===== src/rtl/top_crg_pkg.sv =====
// Shared types and limits for the sys/ clock/reset blocks.
package top_crg_pkg;

    typedef enum logic [1:0] {
        ST_WAIT_LOCK = 2'd0,
        ST_STABLE    = 2'd1,
        ST_RELEASE   = 2'd2,
        ST_RUN       = 2'd3
    } state_e;

    localparam int unsigned LOCK_LOSS_W = 8;

    localparam int unsigned SYNC_STAGES_MIN  = 2;
    localparam int unsigned SYNC_STAGES_MAX  = 4;
    localparam int unsigned LOCK_STABLE_MIN  = 1;
    localparam int unsigned STAGE_GAP_MIN    = 1;
    localparam int unsigned NUM_STAGES_MIN   = 1;
    localparam int unsigned NUM_STAGES_MAX   = 8;

    // Saturating increment for the lock-loss counter.
    function automatic logic [LOCK_LOSS_W-1:0] sat_inc(input logic [LOCK_LOSS_W-1:0] v);
        return (v == '1) ? v : v + LOCK_LOSS_W'(1);
    endfunction

endpackage


===== src/rtl/top_sync.sv =====
// N-flop synchroniser for a single asynchronous level, cleared by a synchronous reset.
module top_sync
    import top_crg_pkg::*;
#(
    parameter int unsigned STAGES = 2
) (
    input  logic clk_i,
    input  logic rst_i,
    input  logic d_i,
    output logic q_o
);

    if (STAGES < SYNC_STAGES_MIN || STAGES > SYNC_STAGES_MAX) begin : g_bad_stages
        $error("top_sync: STAGES out of range");
    end

    logic [STAGES-1:0] sync_q;

    // Shift the asynchronous input through the flop chain.
    always_ff @(posedge clk_i) begin
        if (rst_i) begin
            sync_q <= '0;
        end else begin
            sync_q <= {sync_q[STAGES-2:0], d_i};
        end
    end

    assign q_o = sync_q[STAGES-1];

endmodule


===== src/rtl/top_rst_seq.sv =====
// Staged reset sequencer driven by PLL lock: debounce lock, release resets in order, abort on loss.
module top_rst_seq
    import top_crg_pkg::*;
#(
    parameter int unsigned SYNC_STAGES        = 2,
    parameter int unsigned LOCK_STABLE_CYCLES = 1024,
    parameter int unsigned STAGE_GAP_CYCLES   = 64,
    parameter int unsigned NUM_STAGES         = 3
) (
    input  logic                   FPGA_CLK1_50,
    input  logic                   RESET,
    input  logic                   PLL_LOCKED,
    input  logic                   SW_RST_REQ,
    output logic [NUM_STAGES-1:0]  RST_OUT,
    output logic                   READY,
    output logic [LOCK_LOSS_W-1:0] LOCK_LOSS_CNT,
    output logic [1:0]             STATE
);

    if (SYNC_STAGES < SYNC_STAGES_MIN || SYNC_STAGES > SYNC_STAGES_MAX) begin : g_bad_sync
        $error("top_rst_seq: SYNC_STAGES out of range");
    end
    if (LOCK_STABLE_CYCLES < LOCK_STABLE_MIN) begin : g_bad_stable
        $error("top_rst_seq: LOCK_STABLE_CYCLES out of range");
    end
    if (STAGE_GAP_CYCLES < STAGE_GAP_MIN) begin : g_bad_gap
        $error("top_rst_seq: STAGE_GAP_CYCLES out of range");
    end
    if (NUM_STAGES < NUM_STAGES_MIN || NUM_STAGES > NUM_STAGES_MAX) begin : g_bad_stages
        $error("top_rst_seq: NUM_STAGES out of range");
    end

    // One counter serves both the stability window and the stage gap.
    localparam int unsigned CNT_SPAN = (LOCK_STABLE_CYCLES > STAGE_GAP_CYCLES) ?
                                       LOCK_STABLE_CYCLES : STAGE_GAP_CYCLES;
    localparam int unsigned CNT_W    = (CNT_SPAN > 1) ? $clog2(CNT_SPAN) : 1;
    localparam int unsigned IDX_W    = (NUM_STAGES > 1) ? $clog2(NUM_STAGES) : 1;

    localparam logic [CNT_W-1:0] STABLE_LAST = CNT_W'(LOCK_STABLE_CYCLES - 1);
    localparam logic [CNT_W-1:0] GAP_LAST    = CNT_W'(STAGE_GAP_CYCLES - 1);
    localparam logic [IDX_W-1:0] IDX_LAST    = IDX_W'(NUM_STAGES - 1);

    logic                   lk;
    state_e                 state_q;
    logic [CNT_W-1:0]       cnt_q;
    logic [IDX_W-1:0]       idx_q;
    logic [NUM_STAGES-1:0]  rst_q;
    logic                   ready_q;
    logic [LOCK_LOSS_W-1:0] loss_cnt_q;
    logic [LOCK_LOSS_W-1:0] loss_cnt_d;
    logic                   abort_lock_c;
    logic                   abort_sw_c;

    top_sync #(
        .STAGES (SYNC_STAGES)
    ) u_lock_sync (
        .clk_i (FPGA_CLK1_50),
        .rst_i (RESET),
        .d_i   (PLL_LOCKED),
        .q_o   (lk)
    );

    // Abort conditions outside WAIT_LOCK; lock loss takes priority over a software request.
    assign abort_lock_c = (state_q != ST_WAIT_LOCK) && !lk;
    assign abort_sw_c   = (state_q != ST_WAIT_LOCK) && lk && SW_RST_REQ;
    assign loss_cnt_d   = sat_inc(loss_cnt_q);

    // Sequencer FSM with registered outputs.
    always_ff @(posedge FPGA_CLK1_50) begin
        if (RESET) begin
            state_q    <= ST_WAIT_LOCK;
            cnt_q      <= '0;
            idx_q      <= '0;
            rst_q      <= '1;
            ready_q    <= 1'b0;
            loss_cnt_q <= '0;
        end else if (abort_lock_c || abort_sw_c) begin
            state_q <= ST_WAIT_LOCK;
            cnt_q   <= '0;
            idx_q   <= '0;
            rst_q   <= '1;
            ready_q <= 1'b0;
            if (abort_lock_c) begin
                loss_cnt_q <= loss_cnt_d;
            end
        end else begin
            case (state_q)
                ST_WAIT_LOCK: begin
                    if (lk) begin
                        state_q <= ST_STABLE;
                        cnt_q   <= '0;
                    end
                end
                ST_STABLE: begin
                    if (cnt_q == STABLE_LAST) begin
                        state_q <= ST_RELEASE;
                        cnt_q   <= '0;
                        idx_q   <= '0;
                    end else begin
                        cnt_q <= cnt_q + CNT_W'(1);
                    end
                end
                ST_RELEASE: begin
                    if (cnt_q == GAP_LAST) begin
                        cnt_q <= '0;
                        // Bits clear in ascending order, so a left shift drops the next one.
                        rst_q <= rst_q << 1;
                        idx_q <= idx_q + IDX_W'(1);
                        if (idx_q == IDX_LAST) begin
                            state_q <= ST_RUN;
                            ready_q <= 1'b1;
                        end
                    end else begin
                        cnt_q <= cnt_q + CNT_W'(1);
                    end
                end
                ST_RUN: begin
                    rst_q   <= '0;
                    ready_q <= 1'b1;
                end
                default: begin
                    state_q <= ST_WAIT_LOCK;
                end
            endcase
        end
    end

    assign RST_OUT       = rst_q;
    assign READY         = ready_q;
    assign LOCK_LOSS_CNT = loss_cnt_q;
    assign STATE         = state_q;

endmodule


===== config.mk =====
export PLATFORM = sky130hd
export DESIGN_NAME = top_rst_seq
export DESIGN_NICKNAME = d
export VERILOG_FILES = /design/src/rtl/top_crg_pkg.sv /design/src/rtl/top_sync.sv /design/src/rtl/top_rst_seq.sv
export SDC_FILE = /design/constraint.sdc
export NUM_CORES = 1
export LEC_CHECK = 0
export ABC_AREA = 1
export BUFFER_PORTS_ARGS = -buffer_cell sky130_fd_sc_hd__buf_2
export CAP_MARGIN = 20
export CORE_MARGIN = 3
export CORE_UTILIZATION = 57
export CTS_CLUSTER_DIAMETER = 30
export CTS_CLUSTER_SIZE = 16
export DETAILED_ROUTE_END_ITERATION = 7
export PLACE_DENSITY_LB_ADDON = 0.3
export SKIP_LAST_GASP = 1
export SLEW_MARGIN = 5
export SYNTH_ARGS = -nofsm -noshare
export SYNTH_HDL_FRONTEND = slang
export SYNTH_SLANG_ARGS = --single-unit

===== constraint.sdc =====
create_clock -name FPGA_CLK1_50 -period 2 [get_ports FPGA_CLK1_50]
set_input_delay 0.2 -clock FPGA_CLK1_50 [delete_from_list [all_inputs] [get_ports FPGA_CLK1_50]]
set_output_delay 0.2 -clock FPGA_CLK1_50 [all_outputs]
set_load 0.02 [all_outputs]

==> impl_metrics.env, run 1 <==
export IMPL_outcome="finished, final reports clean"
export IMPL_critical_path_max_fanout=12
export IMPL_share_of_power_burned_in_the_clock_network=0.238
export IMPL_avgRoutedWirePerCell_um=11.3
export IMPL_syn_area_per_cell_um2=6.90
export IMPL_fin_skew_ns=0.0197
export IMPL_stdcell_area_mm2=0.00175
export IMPL_finish_net_count=262
export IMPL_max_slew_margin_rel=0.751
export IMPL_detail_route_drc_violations=0
export IMPL_netlist_area_before_placement_mm2=0.00159
export IMPL_worst_skew_pair_late_latency_ns=0.33
export IMPL_finalWeightedCongestion=0.828
export IMPL_yosys_warnings=0
export IMPL_clkSinkCount=28
export IMPL_sequential_fraction_of_the_synthesis_area=0.353
export IMPL_maximum_vdd_drop_v=0.000753
export IMPL_worst_setup_hold_path_clk_slew_ns=0.16
export IMPL_synth_adder_area_share=0.0631
export IMPL_synth_xor_area_frac=0.0166
export IMPL_regToRegSetupSlack_ns=0.31
export IMPL_holdPathEnd="u_lock_sync.sync_q[0]"
export IMPL_grt_overflow=0
export IMPL_drt_antenna_violating_nets=0
export IMPL_most_common_layout_cells="nand2_1 (58), dfxtp_1 (28), inv_1 (28)"
export IMPL_share_comb_of_total_power=0.365
export IMPL_combinational_family_with_the_most_area_after_synthesis="simple AND/OR/NAND/NOR gates"
export IMPL_htree_num_levels=1
export IMPL_sequentialPowerShare=0.397
export IMPL_total_switching_power_mw=0.601
export IMPL_die_x_um=58.8
export IMPL_tightestPinTransition_ns=0.373
export IMPL_criticalPathCategory="flip-flop to flip-flop"
export IMPL_leakage_nw=0.749
export IMPL_finalHoldWorstSlack_ns=0.0395
export IMPL_synth_cell_type_count=26
export IMPL_internal_power_mw=0.964
export IMPL_postCtsSetupBuffers=0
export IMPL_cts_root_to_sink_buffers=2
export IMPL_mappedNetlistNets=242
export IMPL_grt_max_degree=17
export IMPL_rr_startpoint="STATE[0]"
export IMPL_fill_cell_total_of_the_finished_layout=228
export IMPL_area_share_of_and_or_nand_nor_cells_after_synthesis=0.382
export IMPL_post_detail_place_hpwl_um=2450
export IMPL_startpoint_type="flip-flop"
export IMPL_tns_ns=0
export IMPL_io_pin_count=18
export IMPL_drv_cap=0
export IMPL_final_core_utilization=0.681
export IMPL_die_area_mm2=0.00345
export IMPL_cts_inserted_buffers=3
export IMPL_cts_hold_fix_buffers=0
export IMPL_rsz0062_at_grt="false"
export IMPL_n_antenna_cell=0
export IMPL_grt_first_pass_wirelength_um=5640
export IMPL_cp_arrival_ns=1.95
export IMPL_muxShareOfSynthArea=0
export IMPL_yosys_top_cell_by_area="dfxtp_1"
export IMPL_regToRegEndpoint="cnt_q[5]"
export IMPL_totalWireLength_um=3170
export IMPL_synth_largest_type_area_fraction=0.353
export IMPL_period_needed_ns=1.69
export IMPL_postPlaceCellArea_mm2=0.00170
export IMPL_synth_seq_cells=28
export IMPL_cp_data_required_time_ns=2.26
export IMPL_numPortBuffers=17
export IMPL_track_usage=0.204
export IMPL_drt_iter0_markers=88
export IMPL_cts_root_buf="clkbuf_4"
export IMPL_floorplan_rows=18
export IMPL_worstHoldStart="PLL_LOCKED"
export IMPL_reg2regPathDepth=9
export IMPL_fp_coreArea_mm2=0.00257
export IMPL_netSwitchingFraction=0.384
export IMPL_start_util=0.618
export IMPL_slew_viol_final=0
export IMPL_power_mw=1.57
export IMPL_holdPathStages=3
export IMPL_die_height_um=58.8
export IMPL_cts_tree="built"
export IMPL_end_kind="flip-flop"
export IMPL_final_common_cell="nand2_1"
export IMPL_detail_route_vias_per_cell=5.21
export IMPL_number_of_antenna_violations_at_the_first_check_in_global_routing=0
export IMPL_syn_to_final_growth_pct=10.3
export IMPL_timing_final_crit_share=0.845
export IMPL_netlist_instances=230
export IMPL_detailedRoute_firstPassIterationCount=4
export IMPL_routed_via_count=1453
export IMPL_drive_gt1_frac=0.177
export IMPL_cts_repair_resized=0
export IMPL_synth_compound_gate_area_share=0.0970
export IMPL_max_freq_mhz=592
export IMPL_hold_class="input pin to flip-flop"
export IMPL_hold_viol_final=0
export IMPL_timing_final_setup_violations=0
export IMPL_grt_pass1_vias=1348
export IMPL_powerDensity_mw_per_mm2=895
export IMPL_synth_area_leaders="dfxtp_1 (35%), nand2_1 (14%), nand3_1 (7.9%)"
-- cell usage after synthesis (all sizes together) --
cell type	number
nand2	65
inv	32
dfxtp	28
nand3	28
nor2	27
a21oi	19
o21ai	10
ha	8
nor3	4
buf	3
xor2	2
a31o	1
nand3b	1
or2	1
xnor2	1
-- area by class of cell --
cell class              count  area (um^2)  area share
clock buffers               3         22.5      0.0129
clock inverters             1         30.0      0.0172
inverters                  32          120      0.0687
multi-input cells         167          886       0.506
flip-flops and latches     28          561       0.320
well taps                  30         37.5      0.0215
repair buffers             18         92.6      0.0529
-- per-layer routing --
layer | up-vias | global-route usage | routed length [um]
met1 | 654 | 0.281 | 1480
met4 | 0 | 0.0647 | 17
met5 | - | 0 | 0
met2 | 28 | 0.336 | 1530
met3 | 2 | 0.0197 | 138
li1 | 769 | - | -
-- stage by stage --
stage | instances | setup WS [ns]
global placement | 275 | 0.465
global route | 279 | 0.117
CTS | 279 | 0.330
detailed placement | 275 | 0.381
floorplan | 230 | 0.442
finish | 279 | 0.310
-- power groups by stage --
stage / Sequential, mW / Clock [mW] / Combinational, mW
2_1_floorplan: 0.661 / 0 / 0.423
3_3_place_gp: 0.631 / 0 / 0.558
3_5_place_dp: 0.633 / 0 / 0.563
4_1_cts: 0.621 / 0.382 / 0.566
5_1_grt: 0.627 / 0.405 / 0.643
6_report: 0.621 / 0.373 / 0.571
-- worst max-delay path by stage --
stage,from,to,slack [ns],cells after the start
floorplan,STATE[0],cnt_q[8],0.44,10
global route,STATE[0],cnt_q[5],0.12,9
finish,STATE[0],cnt_q[5],0.31,9
CTS,STATE[0],cnt_q[5],0.33,9
detailed placement,STATE[0],cnt_q[5],0.38,9
global placement,STATE[0],cnt_q[5],0.46,9
-- sequential cells by signal, summed over array words and instances (netlist names) --
signal	cells
u_lock_sync.sync_q	2
idx_q	2
LOCK_LOSS_CNT	8
cnt_q	10
STATE	2
READY	1
RST_OUT	3
-- worst max-delay path, stage by stage, from the launching register on --
cell     delay, ns
dfxtp_1       0.43
inv_1         0.11
ha_1          0.24
nand2_1       0.11
nand2_2       0.12
inv_2         0.19
nand2_1       0.10
nor2_1        0.09
o21ai_0       0.08
a21oi_1       0.13
-- cells by family (layout without fill, tap and decap cells) --
group | after synthesis | count (layout)
DFF | 28 | 28
xor gates and xnor gates | 3 | 3
and+or+nand+nor | 126 | 126
buffers and inverters | 35 | 54
adders and majority gates | 8 | 8
AOI/OAI and AO/OA | 30 | 30
(Power assumes the default switching activity.)
==> inputs of run 2 (changes only) <==
Clock period 2 ns to 1.6 ns, I/O delays scaled along.
==> impl_metrics.env, run 2 (synthesis results as in run 1) <==
export IMPL_most_common_layout_cells="nand2_1 (57), inv_1 (28), dfxtp_1 (25)"
export IMPL_criticalPathCategory="flip-flop to flip-flop"
export IMPL_cts_tree="built"
export IMPL_max_slew_margin_rel=0.803
export IMPL_floorplan_rows=18
export IMPL_critical_path_max_fanout=9
export IMPL_detail_route_drc_violations=0
export IMPL_cts_inserted_buffers=3
export IMPL_cp_arrival_ns=1.76
export IMPL_die_x_um=58.8
export IMPL_grt_max_degree=15
export IMPL_cts_root_buf="clkbuf_4"
export IMPL_detail_route_vias_per_cell=5.20
export IMPL_fin_skew_ns=0.00114
export IMPL_finish_net_count=268
export IMPL_max_flop_register="cnt_q"
export IMPL_numPortBuffers=17
export IMPL_number_of_antenna_violations_at_the_first_check_in_global_routing=0
export IMPL_stdcell_area_mm2=0.00180
export IMPL_slew_viol_final=0
export IMPL_die_height_um=58.8
export IMPL_cp_data_required_time_ns=1.88
export IMPL_drive_gt1_frac=0.224
export IMPL_fill_cell_total_of_the_finished_layout=208
export IMPL_routed_via_count=1478
export IMPL_tns_ns=0
export IMPL_clkSinkCount=28
export IMPL_critPathMaxStageDelay_ns=0.39
export IMPL_critical_path_cell_chain="inv_1, ha_1, nor2_2, nand2_4, inv_2, nand2_1, nand2_1, nand2_1, nor2_1"
export IMPL_timing_final_setup_violations=0
export IMPL_grt_first_pass_wirelength_um=5720
export IMPL_critical_path_slowest_cell="dfxtp_4"
export IMPL_largest_register_ffs=10
export IMPL_drt_iter0_markers=77
export IMPL_grt_pass1_vias=1336
export IMPL_worst_path_most_repeated_cell="nand2_1"
export IMPL_postPlaceCellArea_mm2=0.00174
export IMPL_syn_to_final_growth_pct=13.5
export IMPL_n_antenna_cell=0
export IMPL_outcome="finished, final reports clean"
export IMPL_drv_cap=0
export IMPL_track_usage=0.208
export IMPL_tightestPinTransition_ns=0.294
export IMPL_worst_setup_hold_path_clk_slew_ns=0.15
export IMPL_powerDensity_mw_per_mm2=1040
export IMPL_cts_hold_fix_buffers=0
export IMPL_cts_root_to_sink_buffers=2
export IMPL_path_buf_inv=2
export IMPL_startpoint_type="flip-flop"
export IMPL_htree_num_levels=1
export IMPL_totalWireLength_um=3210
export IMPL_timing_final_crit_share=0.926
export IMPL_io_pin_count=18
export IMPL_hold_class="input pin to flip-flop"
export IMPL_finalWeightedCongestion=0.898
export IMPL_critical_path_top_delay_family="simple AND/OR/NAND/NOR gates"
export IMPL_hold_viol_final=0
export IMPL_detailedRoute_firstPassIterationCount=4
export IMPL_drt_antenna_violating_nets=0
export IMPL_maximum_vdd_drop_v=0.000942
export IMPL_grt_overflow=0
export IMPL_end_kind="flip-flop"
export IMPL_period_needed_ns=1.48
export IMPL_die_area_mm2=0.00345
export IMPL_final_common_cell="nand2_1"
export IMPL_post_detail_place_hpwl_um=2400
export IMPL_worst_skew_pair_late_latency_ns=0.32
export IMPL_start_util=0.618
export IMPL_fp_coreArea_mm2=0.00257
export IMPL_avgRoutedWirePerCell_um=11.3
export IMPL_leakage_nw=0.761
export IMPL_max_freq_mhz=675
[run 2: cell types whose count changed in the layout (fill, tap and decap cells not counted), moves of 2 or more]
| cell | previous run | this run |
|---|---|---|
| dfxtp_2 | 0 | 2 |
| dfxtp_1 | 28 | 25 |
| ha_2 | 0 | 2 |
| buf_4 | 1 | 7 |
| ha_1 | 8 | 6 |
[run 2: report_power, final]
part / switching, mW / internal [mW] / leakage, nW
clock: 0.206 / 0.0884 / 0.0138
sequential: 0.0363 / 0.746 / 0.228
combinational: 0.533 / 0.262 / 0.519
total: 0.775 / 1.10 / 0.761
[run 2: worst paths after layout]
| path | start | end | slack, ns | depth (start not counted) |
|---|---|---|---|---|
| max reg2reg | STATE[0] | LOCK_LOSS_CNT[6] | 0.12 | 9 |
| max | STATE[0] | LOCK_LOSS_CNT[6] | 0.12 | 9 |
| min reg2reg | u_lock_sync.sync_q[0] | u_lock_sync.sync_q[1] | 0.43 | 2 |
| min | PLL_LOCKED | u_lock_sync.sync_q[0] | 0.02 | 3 |
[run 2: layout make-up]
cell class / instances / area (um^2) / share of cell area
well taps: 30 / 37.5 / 0.0208
repair buffers: 24 / 138 / 0.0764
flip-flops and latches: 28 / 567 / 0.315
clock buffers: 3 / 22.5 / 0.0125
multi-input cells: 167 / 911 / 0.506
inverters: 32 / 125 / 0.0695
[run 2: timing repair]
item	4_1_cts	5_1_grt
resized for setup	1	12
endpoints found under the hold margin	0	0
setup buffers	0	0
cloned	0	0
setup endpoints to repair	2	23
[run 2: metal layers]
metal  part of all wire  up-vias  GRT usage
li1                   -      782          -
met1               0.48      651      0.300
met2               0.45       40      0.311
met3              0.049        5     0.0241
met4              0.012        0     0.0939
met5                  0        -          0
[run 2: metrics by stage]
step           worst slack (ns)  power, mW  utilization  cells  hold WS, ns
3_3_place_gp             0.0532       1.54        0.678    281        0.364
3_5_place_dp             0.0107       1.55        0.678    281        0.369
2_1_floorplan            0.0417       1.35            -    230        0.267
5_1_grt                -0.00254       2.02        0.701    284      0.00246
6_report                  0.118       1.87        0.701    284       0.0155
4_1_cts                 0.00194       1.84        0.688    284       0.0123
[run 2: tightest hold or removal path: cells and delay by family]
family	cells	cell delay (ns)
buffers and inverters	2	0.13
AND/OR/NAND/NOR	1	0.03
